<file path="src/rtl/elastic_buffer_pkg.sv">
// -----------------------------------------------------------------------------
// elastic_buffer_pkg
// Shared helpers for the elastic buffer slice:
//   ptr_width(depth)       : bits needed to index DEPTH storage entries
//   cnt_width(depth)       : bits needed to hold an occupancy of 0..DEPTH
//   ptr_inc(ptr, depth)    : pointer increment with explicit wrap at depth-1
// No ports (package).
// -----------------------------------------------------------------------------
package elastic_buffer_pkg;

    function automatic int ptr_width(input int depth);
        return (depth <= 2) ? 1 : $clog2(depth);
    endfunction

    function automatic int cnt_width(input int depth);
        return $clog2(depth + 1);
    endfunction

    // Wrap by compare rather than by letting the pointer overflow, so that
    // non-power-of-two depths index only valid entries.
    function automatic int ptr_inc(input int ptr, input int depth);
        return (ptr == depth - 1) ? 0 : ptr + 1;
    endfunction

endpackage

</file>
<file path="src/rtl/ebs_storage.sv">
// -----------------------------------------------------------------------------
// ebs_storage
// DEPTH x DATA_WIDTH register array with one synchronous write port and one
// asynchronous read port.
// Ports:
//   clk      : clock, all writes on posedge
//   clr      : synchronous clear of every entry (dominates write)
//   wr_en    : write enable
//   wr_ptr   : write index (0..DEPTH-1)
//   wr_data  : write payload
//   rd_ptr   : read index (0..DEPTH-1)
//   rd_data  : mem[rd_ptr], combinational from registered storage
// -----------------------------------------------------------------------------
module ebs_storage
    import elastic_buffer_pkg::*;
#(
    parameter int DATA_WIDTH = 8,
    parameter int DEPTH      = 4
) (
    input  logic                          clk,
    input  logic                          clr,
    input  logic                          wr_en,
    input  logic [ptr_width(DEPTH)-1:0]   wr_ptr,
    input  logic [DATA_WIDTH-1:0]         wr_data,
    input  logic [ptr_width(DEPTH)-1:0]   rd_ptr,
    output logic [DATA_WIDTH-1:0]         rd_data
);

    logic [DATA_WIDTH-1:0] mem [DEPTH];

    // Clearing keeps the read port at zero whenever the buffer has just been
    // emptied by reset or flush, so downstream never sees stale payload there.
    always_ff @(posedge clk) begin
        if (clr) begin
            for (int i = 0; i < DEPTH; i++) begin
                mem[i] <= '0;
            end
        end else if (wr_en) begin
            mem[wr_ptr] <= wr_data;
        end
    end

    assign rd_data = mem[rd_ptr];

endmodule

</file>
<file path="src/rtl/elastic_buffer_slice.sv">
// -----------------------------------------------------------------------------
// elastic_buffer_slice
// DEPTH-entry ready/valid elastic buffer. Both handshake outputs are
// registered, so it cuts every timing path between producer and consumer while
// sustaining one transfer per cycle.
//
// Handshake: a word moves on a rising edge where valid and ready are both high
// on that link. Upstream push = valid_in & ready_out; downstream
// pop = valid_out & ready_in. Upstream must hold data_in stable while
// valid_in is high and ready_out is low (not checked here).
//
// Optional feature macro: ELASTIC_BUFFER_OCCUPANCY_EN adds the occupancy and
// almost_full ports; without it those ports and the almost_full register do
// not exist and AF_LEVEL has no effect.
//
// Ports:
//   clk          : clock, all logic on posedge
//   reset        : synchronous active-high reset (highest priority)
//   flush        : synchronous discard of every stored entry
//   valid_in     : upstream data valid
//   data_in      : upstream payload
//   ready_in     : downstream ready
//   ready_out    : buffer can accept (registered)
//   valid_out    : buffer holds data (registered)
//   data_out     : oldest stored entry
//   occupancy    : entries held (optional)
//   almost_full  : occupancy >= AF_LEVEL, registered (optional)
// -----------------------------------------------------------------------------
module elastic_buffer_slice
    import elastic_buffer_pkg::*;
#(
    parameter int DATA_WIDTH = 8,
    parameter int DEPTH      = 4,
    parameter int AF_LEVEL   = DEPTH - 1
) (
    input  logic                    clk,
    input  logic                    reset,
    input  logic                    flush,
    input  logic                    valid_in,
    input  logic [DATA_WIDTH-1:0]   data_in,
    input  logic                    ready_in,
    output logic                    ready_out,
    output logic                    valid_out,
    output logic [DATA_WIDTH-1:0]   data_out
`ifdef ELASTIC_BUFFER_OCCUPANCY_EN
    ,
    output logic [cnt_width(DEPTH)-1:0] occupancy,
    output logic                        almost_full
`endif
);

    localparam int PTR_W = ptr_width(DEPTH);
    localparam int CNT_W = cnt_width(DEPTH);
    localparam logic [CNT_W-1:0] DEPTH_C = CNT_W'(DEPTH);

    generate
        if (DEPTH < 2 || DATA_WIDTH < 1 || AF_LEVEL < 1 || AF_LEVEL > DEPTH) begin : g_bad_params
            $error("elastic_buffer_slice: illegal parameter combination");
        end
    endgenerate

    logic [PTR_W-1:0] wr_ptr;
    logic [PTR_W-1:0] rd_ptr;
    logic [CNT_W-1:0] count;
    logic [CNT_W-1:0] count_next;
    logic             push;
    logic             pop;

    assign push = valid_in & ready_out;
    assign pop  = valid_out & ready_in;

    always_comb begin
        count_next = count;
        if (push && !pop) begin
            count_next = count + CNT_W'(1);
        end else if (pop && !push) begin
            count_next = count - CNT_W'(1);
        end
    end

    // Flags are computed from the next count and registered, so ready_out
    // never depends combinationally on ready_in. A pushed word is only
    // visible the cycle after it is written (no bypass).
    always_ff @(posedge clk) begin
        if (reset || flush) begin
            wr_ptr    <= '0;
            rd_ptr    <= '0;
            count     <= '0;
            ready_out <= 1'b1;
            valid_out <= 1'b0;
        end else begin
            if (push) begin
                wr_ptr <= PTR_W'(ptr_inc(int'(wr_ptr), DEPTH));
            end
            if (pop) begin
                rd_ptr <= PTR_W'(ptr_inc(int'(rd_ptr), DEPTH));
            end
            count     <= count_next;
            ready_out <= (count_next != DEPTH_C);
            valid_out <= (count_next != '0);
        end
    end

`ifdef ELASTIC_BUFFER_OCCUPANCY_EN
    localparam logic [CNT_W-1:0] AF_C = CNT_W'(AF_LEVEL);

    always_ff @(posedge clk) begin
        if (reset || flush) begin
            almost_full <= 1'b0;
        end else begin
            almost_full <= (count_next >= AF_C);
        end
    end

    assign occupancy = count;
`endif

    // A push landing in the flush cycle is dropped (the clear dominates), yet
    // upstream still sees it as accepted because ready_out was high.
    ebs_storage #(
        .DATA_WIDTH (DATA_WIDTH),
        .DEPTH      (DEPTH)
    ) u_storage (
        .clk     (clk),
        .clr     (reset | flush),
        .wr_en   (push),
        .wr_ptr  (wr_ptr),
        .wr_data (data_in),
        .rd_ptr  (rd_ptr),
        .rd_data (data_out)
    );

endmodule

</file>
<file path="config.mk">
export PLATFORM = sky130hd
export DESIGN_NAME = elastic_buffer_slice
export DESIGN_NICKNAME = d
export VERILOG_FILES = /design/src/rtl/elastic_buffer_pkg.sv /design/src/rtl/ebs_storage.sv /design/src/rtl/elastic_buffer_slice.sv
export SDC_FILE = /design/constraint.sdc
export NUM_CORES = 1
export LEC_CHECK = 0
export ABC_AREA = 0
export BUFFER_PORTS_ARGS = -buffer_cell sky130_fd_sc_hd__buf_2
export CELL_PAD_IN_SITES_DETAIL_PLACEMENT = 0
export CELL_PAD_IN_SITES_GLOBAL_PLACEMENT = 2
export CORE_UTILIZATION = 35
export CTS_BUF_LIST = sky130_fd_sc_hd__clkbuf_4
export DETAILED_ROUTE_END_ITERATION = 12
export PLACE_DENSITY = 0.75
export SLEW_MARGIN = 20
export SYNTH_ARGS = -nofsm -noshare
export SYNTH_HDL_FRONTEND = slang
export SYNTH_SLANG_ARGS = --single-unit
</file>
<file path="constraint.sdc">
create_clock -name clk -period 4.5 [get_ports clk]
set_clock_uncertainty 0.15 [all_clocks]
set_input_delay 0.225 -clock clk [delete_from_list [all_inputs] [get_ports clk]]
set_output_delay 0.225 -clock clk [all_outputs]
set_load 0.01 [all_outputs]
</file>
### After elaboration in Yosys (flattened, before gate mapping)

Memory sizes are Yosys's and may differ from the RTL's. A register that Yosys moved wholly into a read port is not among the register bits.
Index checks and enable logic that the tools add are counted.

| operators by class | value |
|---|---|
| $add $sub $neg | 4 |
| eq/ne operators | 3 |
| mux-type cells | 14 |
| bitwise operators | 3 |
| reduce and logical (&&, ||, !) cells | 7 |

Operator list:

| kind | number |
|---|---|
| 2-bit 2-to-1 mux | 5 |
| 8-bit 2-to-1 mux | 1 |
| 8-bit OR reduction | 1 |
| 1-bit 2-to-1 mux | 6 |
| 3-bit 2-to-1 mux | 2 |
| 2-bit by 1-bit adder with 2-bit output (second input constant) | 2 |
| 2-bit by 1-bit == test with 1-bit output (second input constant) | 2 |
| 3-bit by 1-bit adder with 3-bit output (second input constant) | 1 |
| 3-bit inequality test (second input constant) | 1 |
| 3-bit nonzero test | 1 |
| 3-bit by 1-bit subtractor with 3-bit output (second input constant) | 1 |
| 1-bit AND | 2 |
| 1-bit logical AND | 2 |
| 1-bit zero test | 2 |
| 1-bit logical OR | 1 |
| 1-bit OR | 1 |

| storage, ports and cells | value |
|---|---|
| flip-flop bits (word level) | 9 |
| memory bits (writable) | 32 |
| output and inout bits | 10 |
| memories | 1 |

Memories:

| name | words | bits a word | read ports | clocked after memory_dff | write ports | RTL line | text |
|---|---|---|---|---|---|---|---|
| u_storage.mem | 4 | 8 | 1 | 1 | 4 | ebs_storage.sv:29 | `logic [DATA_WIDTH-1:0] mem [DEPTH];` |

### Longest topological paths before layout

Gate-level depths: netlist (run 1).

| logic depth | value |
|---|---|
| word-level depth | 6 |
| gate-level depth with buffers | 6 |
| mapped depth without buffers | 6 |

### Hierarchy

From an unflattened synthesis (run 1), not the netlist that was laid out.

| unflattened totals | value |
|---|---|
| cells, all modules | 140 |
| area, all modules | 1969.4 um^2 |

By module, submodules not included:

| module | instances | cells an instance | area each (um^2) | seq. area each (um^2) |
|---|---|---|---|---|
| ebs_storage | 1 | 84 | 1475.2 | 960.9 |
| elastic_buffer_slice | 1 | 56 | 494.2 | 180.2 |

### Least setup slack after synthesis (run 1)

No wires, ideal clock.

| timing path | value |
|---|---|
| path type | reg-to-reg |
| start | reg ready_out |
| end | mem u_storage.mem[1][0], enable pin |
| setup time | 334 ps |
| arrival time | 1254 ps |
| required time | 4016 ps |
| setup slack | 2761 ps |
| cell stages (with the launch flop) | 5 |
| path buffers | 0 |
| path through | dfxtp_1 -> and2_4 -> nand2_4 -> nor3b_4 -> nand2b_1 |

RTL lines:

| what | RTL line | text |
|---|---|---|
| from (decl) | elastic_buffer_slice.sv:42 | `output logic ready_out,` |
| from (signal assigned) | elastic_buffer_slice.sv:99 | `ready_out <= (count_next != DEPTH_C);` |
| to (decl) | ebs_storage.sv:29 |  |

==> flow_summary.toml, run 1 <==
[synthesis]
ys_types = 31
synth.avg_cell_area_um2 = 14.2
synth_area_mm2 = 0.00199
syn-num-nets = 157
synth_seq_cells = 43
yosys_warnings = 0
synthCells = 140
yosysSeqAreaShare_pct = 59.3

[clock_network]
htree_levels = 2
cts.clk_slew.worst_paths_ns = 0.12
cts_hold_buffers = 0
clkSinkCount = 43
clock_insertion_delay_worst_skew_ns = 0.35
cts_resized = 0
cts_tree = "built"
clk_path_buf_depth = 2
cts_setup_buffers = 0
cts_made_buffers = 5
cts_root_buffer = "clkbuf_4"

[critical_path]
cpLargestDelayFamily = "flip-flops"
crit_required_ns = 4.12
r2r_cells = 4
path_class = "flop to primary output"
path_cells = "mux4_2, buf_2"
crit_buf_inv = 1
slowest_stage = "dfxtp_1"
startpoint_type = "flop"
setup.worst_path.end_class = "primary output"
path_max_fanout = 8
cp.depth = 2
critPathMaxStageDelay_ns = 0.71
cp_data_arrival_time_ns = 1.80
rr_startpoint = "ready_out"

[placement]
portBuffers = 22
dp_cells = 229
dp_hpwl_mm = 2.49
gp_congestion = 0.748

[sta]
setup_tns_ns = 0
fmax_mhz = 461
fin_crit_ns = 2.17
finalHoldViolCount = 0
worst_slew_margin_rel_pct = 48.2
hold_ws_ns = 0.0266
min_period_over_period_pct = 48.2
tightest_slew_ns = 0.772
finalMaxSlewViolations = 0
setup_viol = 0
rsz0062_at_grt = "false"

[route]
viasPerCell = 4.71
vias = 1116
dr.pass1.iters = 4
ant_nets = 0
drt_iter0_drc = 62
wire_per_inst_um = 14.7
drc = 0
routed_wl_mm = 3.49

[power_and_ir_drop]
p_clk_share_pct = 31.2
switching_share_pct = 21.8
leakage_nw = 0.907
power.total_mw = 0.749
power.share.combinational_pct = 8.4
intPower_mw = 0.586
power_density_mw_per_mm2 = 333
ir_drop_mv = 0.103
p_switching_mw = 0.163
seq_power_share_pct = 60.4

[cells_and_area]
final_common_cell = "edfxtp_1"
utilization_pct = 40.8
final_layout_size_suffix_gt1_share_pct = 29.1
final_cell_mix = "32 x edfxtp_1, 25 x and2_1, 22 x buf_2"
nets = 181
fillers = 510
stdcell_count = 237
area_delta_synth_final_pct = 12.8
diodes = 0

[hold_path]
hold_start = "data_in[2]"
hold_path_depth = 2
min_path_type = "input pin to flop"

[floorplanning]
start_util_pct = 36.2
rows = 27
chipWidth_um = 77.4
die_area_mm2 = 0.00600
die_y_um = 77.4
io_pins = 23
coreArea_mm2 = 0.00551

[global_routing]
grt_pass1_wl_mm = 5.71
grt_max_degree = 17
grt-ovfl-total = 0
grt.total_usage_pct = 13.2
grt_pass1_vias = 1083
antenna_found_initial = 0

[run]
cap_violations = 0

[status]
outcome = "complete, no violations"
## path summary, 6_finish.rpt
| check | endpoint | slack [ns] |
|---|---|---|
| worst max register to register | u_storage.mem[1][3] | 2.35 |
| worst min register to register | rd_ptr[1] | 0.35 |
| worst max-delay path | data_out[2] | 2.33 |
| worst min-delay path | u_storage.mem[1][2] | 0.03 |
## cell usage after synthesis
cell type  instances  share of area (%)
a21oi_1            5                1.3
and2_4             1               0.44
nand2_1            5               0.94
buf_1              1               0.19
and3_1             9                2.8
nor2_1             6                1.1
a221oi_2           1               0.75
a21boi_0           1               0.38
a211oi_1           2               0.75
nand2_4            3                1.7
nor3_4             1               0.82
nand3_1            1               0.25
or2_2              1               0.31
o21ai_0            1               0.25
mux4_2             8                9.0
ha_1               4                2.5
mux2i_1            2                1.0
nor3b_4            2                1.9
xnor2_1            2               0.88
clkbuf_1           2               0.38
dfxtp_1           11                 11
o21a_1             1               0.38
inv_1              2               0.38
xnor2_2            1               0.82
nand2b_1           3               0.94
buf_2              2               0.50
nor3_1             3               0.75
edfxtp_1          32                 48
nor2_8             1                1.0
and2_1            25                7.9
nand3b_1           1               0.38
## power groups by stage
stage,combinational (mW),clock [mW],sequential (mW)
floorplan,0.0427,0,0.458
global placement,0.0638,0,0.461
detailed placement,0.0644,0,0.462
CTS,0.0647,0.243,0.453
global route,0.0702,0.266,0.455
finish,0.0632,0.234,0.452
## state kept, by name, summed over array words and instances, names as in the netlist, named ones only
signal and flops:
valid_out 1, rd_ptr 2, ready_out 1, wr_ptr 2
u_storage.mem 32, count 3
## worst register-to-register path, stage by stage, from the launching register on
cell and delay, ns:
dfxtp_1 0.41, and2_4 0.26, nand2_4 0.10, nor3b_4 0.41
nand2b_1 0.47
## final cells by class
cell class	instances	area, µm²	share of cell area (%)
multi-input cells	90	782	34.8
flip-flops and latches	43	1180	52.6
inverters	2	7.51	0.334
clock inverters	3	38.8	1.73
well taps	72	90.1	4.01
clock buffers	5	37.5	1.67
repair buffers	22	110	4.90
## cells by family after synthesis
| group | count (synthesis) | share of synthesized area, % |
|---|---|---|
| buffers and inverters | 7 | 1.44 |
| xor gates and xnor gates | 3 | 1.70 |
| DFF | 43 | 59.3 |
| AOI/OAI and AO/OA | 11 | 3.77 |
| muxes | 10 | 10.1 |
| and+or+nand+nor | 62 | 21.2 |
| adders and majority gates | 4 | 2.51 |
## per-layer routing
layer,vias to the layer above,track usage [%],part of all wire [%]
li1,563,-,-
met1,523,16.1,44
met2,24,21.7,50
met3,6,4.12,4.0
met4,0,5.09,1.8
met5,-,0,0
## metrics by stage
stage	setup slack, ns	cell area (µm²)
after CTS	2.24	2250
after floorplan	2.76	1990
after global routing	2.17	2250
after global placement	2.35	2170
after detailed placement	2.34	2170
final	2.33	2250
Note: power is estimated with default switching activity, not from simulation.
==> run 2: changes to the inputs <==
- clock period: 4.5 -> 2.2 ns (I/O delays scaled with it)
==> flow_summary.toml, run 2 (same netlist as run 1, synthesis figures left out) <==
[route]
dr.pass1.iters = 4
wire_per_inst_um = 15.0
drc = 0
drt_iter0_drc = 61
viasPerCell = 4.80
vias = 1205
ant_nets = 0
routed_wl_mm = 3.76

[power_and_ir_drop]
ir_drop_mv = 0.229
intPower_mw = 1.11
power.share.combinational_pct = 10.2
power_density_mw_per_mm2 = 617
p_switching_mw = 0.344
leakage_nw = 0.959
p_clk_share_pct = 26.0
seq_power_share_pct = 63.8
power.total_mw = 1.46
switching_share_pct = 23.6

[critical_path]
path_cells = "mux4_2, buf_2"
rr_startpoint = "ready_out"
r2r_cells = 4
path_class = "flop to primary output"
crit_required_ns = 1.94
cp_data_arrival_time_ns = 1.77
startpoint_type = "flop"
critPathMaxStageDelay_ns = 0.69
worst_r2r_endpoint = "u_storage.mem[2][7]"
slowest_stage = "dfxtp_1"
path_max_fanout = 8
rrSetupSlack_ns = 0.26
setup.worst_path.end_class = "primary output"

[clock_network]
clock_insertion_delay_worst_skew_ns = 0.35
cts_tree = "built"
htree_levels = 2
cts.clk_slew.worst_paths_ns = 0.12
clkSinkCount = 43
cts_hold_buffers = 12
cts_made_buffers = 5
cts_setup_buffers = 0
cts_resized = 0
clk_path_buf_depth = 2
cts_root_buffer = "clkbuf_4"

[placement]
dp_cells = 231
pre_cts_ws_ns = 0.290
dp_hpwl_mm = 2.80
dpl_cell_area_mm2 = 0.00219
gp_congestion = 0.719
portBuffers = 22

[cells_and_area]
top_regs = "u_storage.mem (32), count (3)"
largest-register = "u_storage.mem"
diodes = 0
utilization_pct = 42.9
stdcell_count = 251
largest_reg_flops = 32
final_layout_size_suffix_gt1_share_pct = 27.9
final_common_cell = "edfxtp_1"
area_delta_synth_final_pct = 18.5
fin_area_mm2 = 0.00236
final_cell_mix = "32 x edfxtp_1, 25 x and2_1, 22 x buf_2"
nets = 195
fillers = 511

[floorplanning]
io_pins = 23
chipWidth_um = 77.4
coreArea_mm2 = 0.00551
start_util_pct = 36.2
die_area_mm2 = 0.00600
rows = 27
die_y_um = 77.4

[global_routing]
grt_pass1_vias = 1251
grt_pass1_wl_mm = 6.31
antenna_found_initial = 0
grt_max_degree = 15
grt-ovfl-total = 0
grt.total_usage_pct = 14.1

[sta]
finalHoldViolCount = 0
tightest_slew_ns = 0.555
setup_viol = 0
setup_ws_ns = 0.169
hold_ws_ns = 0.0344
fin_crit_ns = 2.03
rsz0062_at_grt = "false"
min_period_over_period_pct = 92.3
fmax_mhz = 492
finalMaxSlewViolations = 0
setup_tns_ns = 0
worst_slew_margin_rel_pct = 62.9

[hold_path]
hold_path_depth = 3
min_path_type = "input pin to flop"
hold_end = "wr_ptr[1]"
hold_start = "flush"

[run]
cap_violations = 0

[status]
outcome = "complete, no violations"
-- run 2: cell count changes in the layout (fill, tap and decap cells not counted) --
cell           before  now
dlygate4sd3_1       0   12
buf_4               0    2
bufinv_16           1    0
clkbuf_4            5    6
o21ai_0             0    1
o21ai_1             1    0
-- run 2: power groups by stage --
stage | Clock, mW | Sequential [mW] | Combinational [mW]
2_1_floorplan | 0 | 0.936 | 0.0874
3_3_place_gp | 0 | 0.948 | 0.132
3_5_place_dp | 0 | 0.947 | 0.133
4_1_cts | 0.387 | 0.929 | 0.150
5_1_grt | 0.416 | 0.934 | 0.163
6_report | 0.379 | 0.929 | 0.149
-- run 2: critical path, delay by kind of cell (launching register included) --
| family | cells | cell delay, ns |
|---|---|---|
| flip-flops | 1 | 0.69 |
| buffers and inverters | 1 | 0.15 |
| multiplexers | 1 | 0.58 |
-- run 2: layout make-up --
| class | instances | area, µm² | area share (%) |
|---|---|---|---|
| inverter | 2 | 7.51 | 0.318 |
| clock buffer | 6 | 45.0 | 1.91 |
| tap | 72 | 90.1 | 3.82 |
| timing repair buffer | 36 | 245 | 10.4 |
| multi-input combinational | 90 | 782 | 33.1 |
| sequential | 43 | 1180 | 50.1 |
| clock inverter | 2 | 8.76 | 0.371 |
-- run 2: metal layers --
layer / routed length [µm] / track usage [%]
met2: 1820 / 23.0
met5: 0 / 0
met1: 1790 / 18.4
met4: 42 / 4.34
met3: 110 / 3.53
-- run 2: worst max path at each step --
stage,start,end,slack [ns],depth (start not counted)
after floorplan,ready_out,u_storage.mem[1][0],0.46,4
after global placement,ready_out,u_storage.mem[2][5],0.40,4
after detailed placement,ready_out,u_storage.mem[2][5],0.29,4
after CTS,flop,data_out[2],0.12,2
after global routing,flop,data_out[0],0.01,2
final,flop,data_out[6],0.17,2
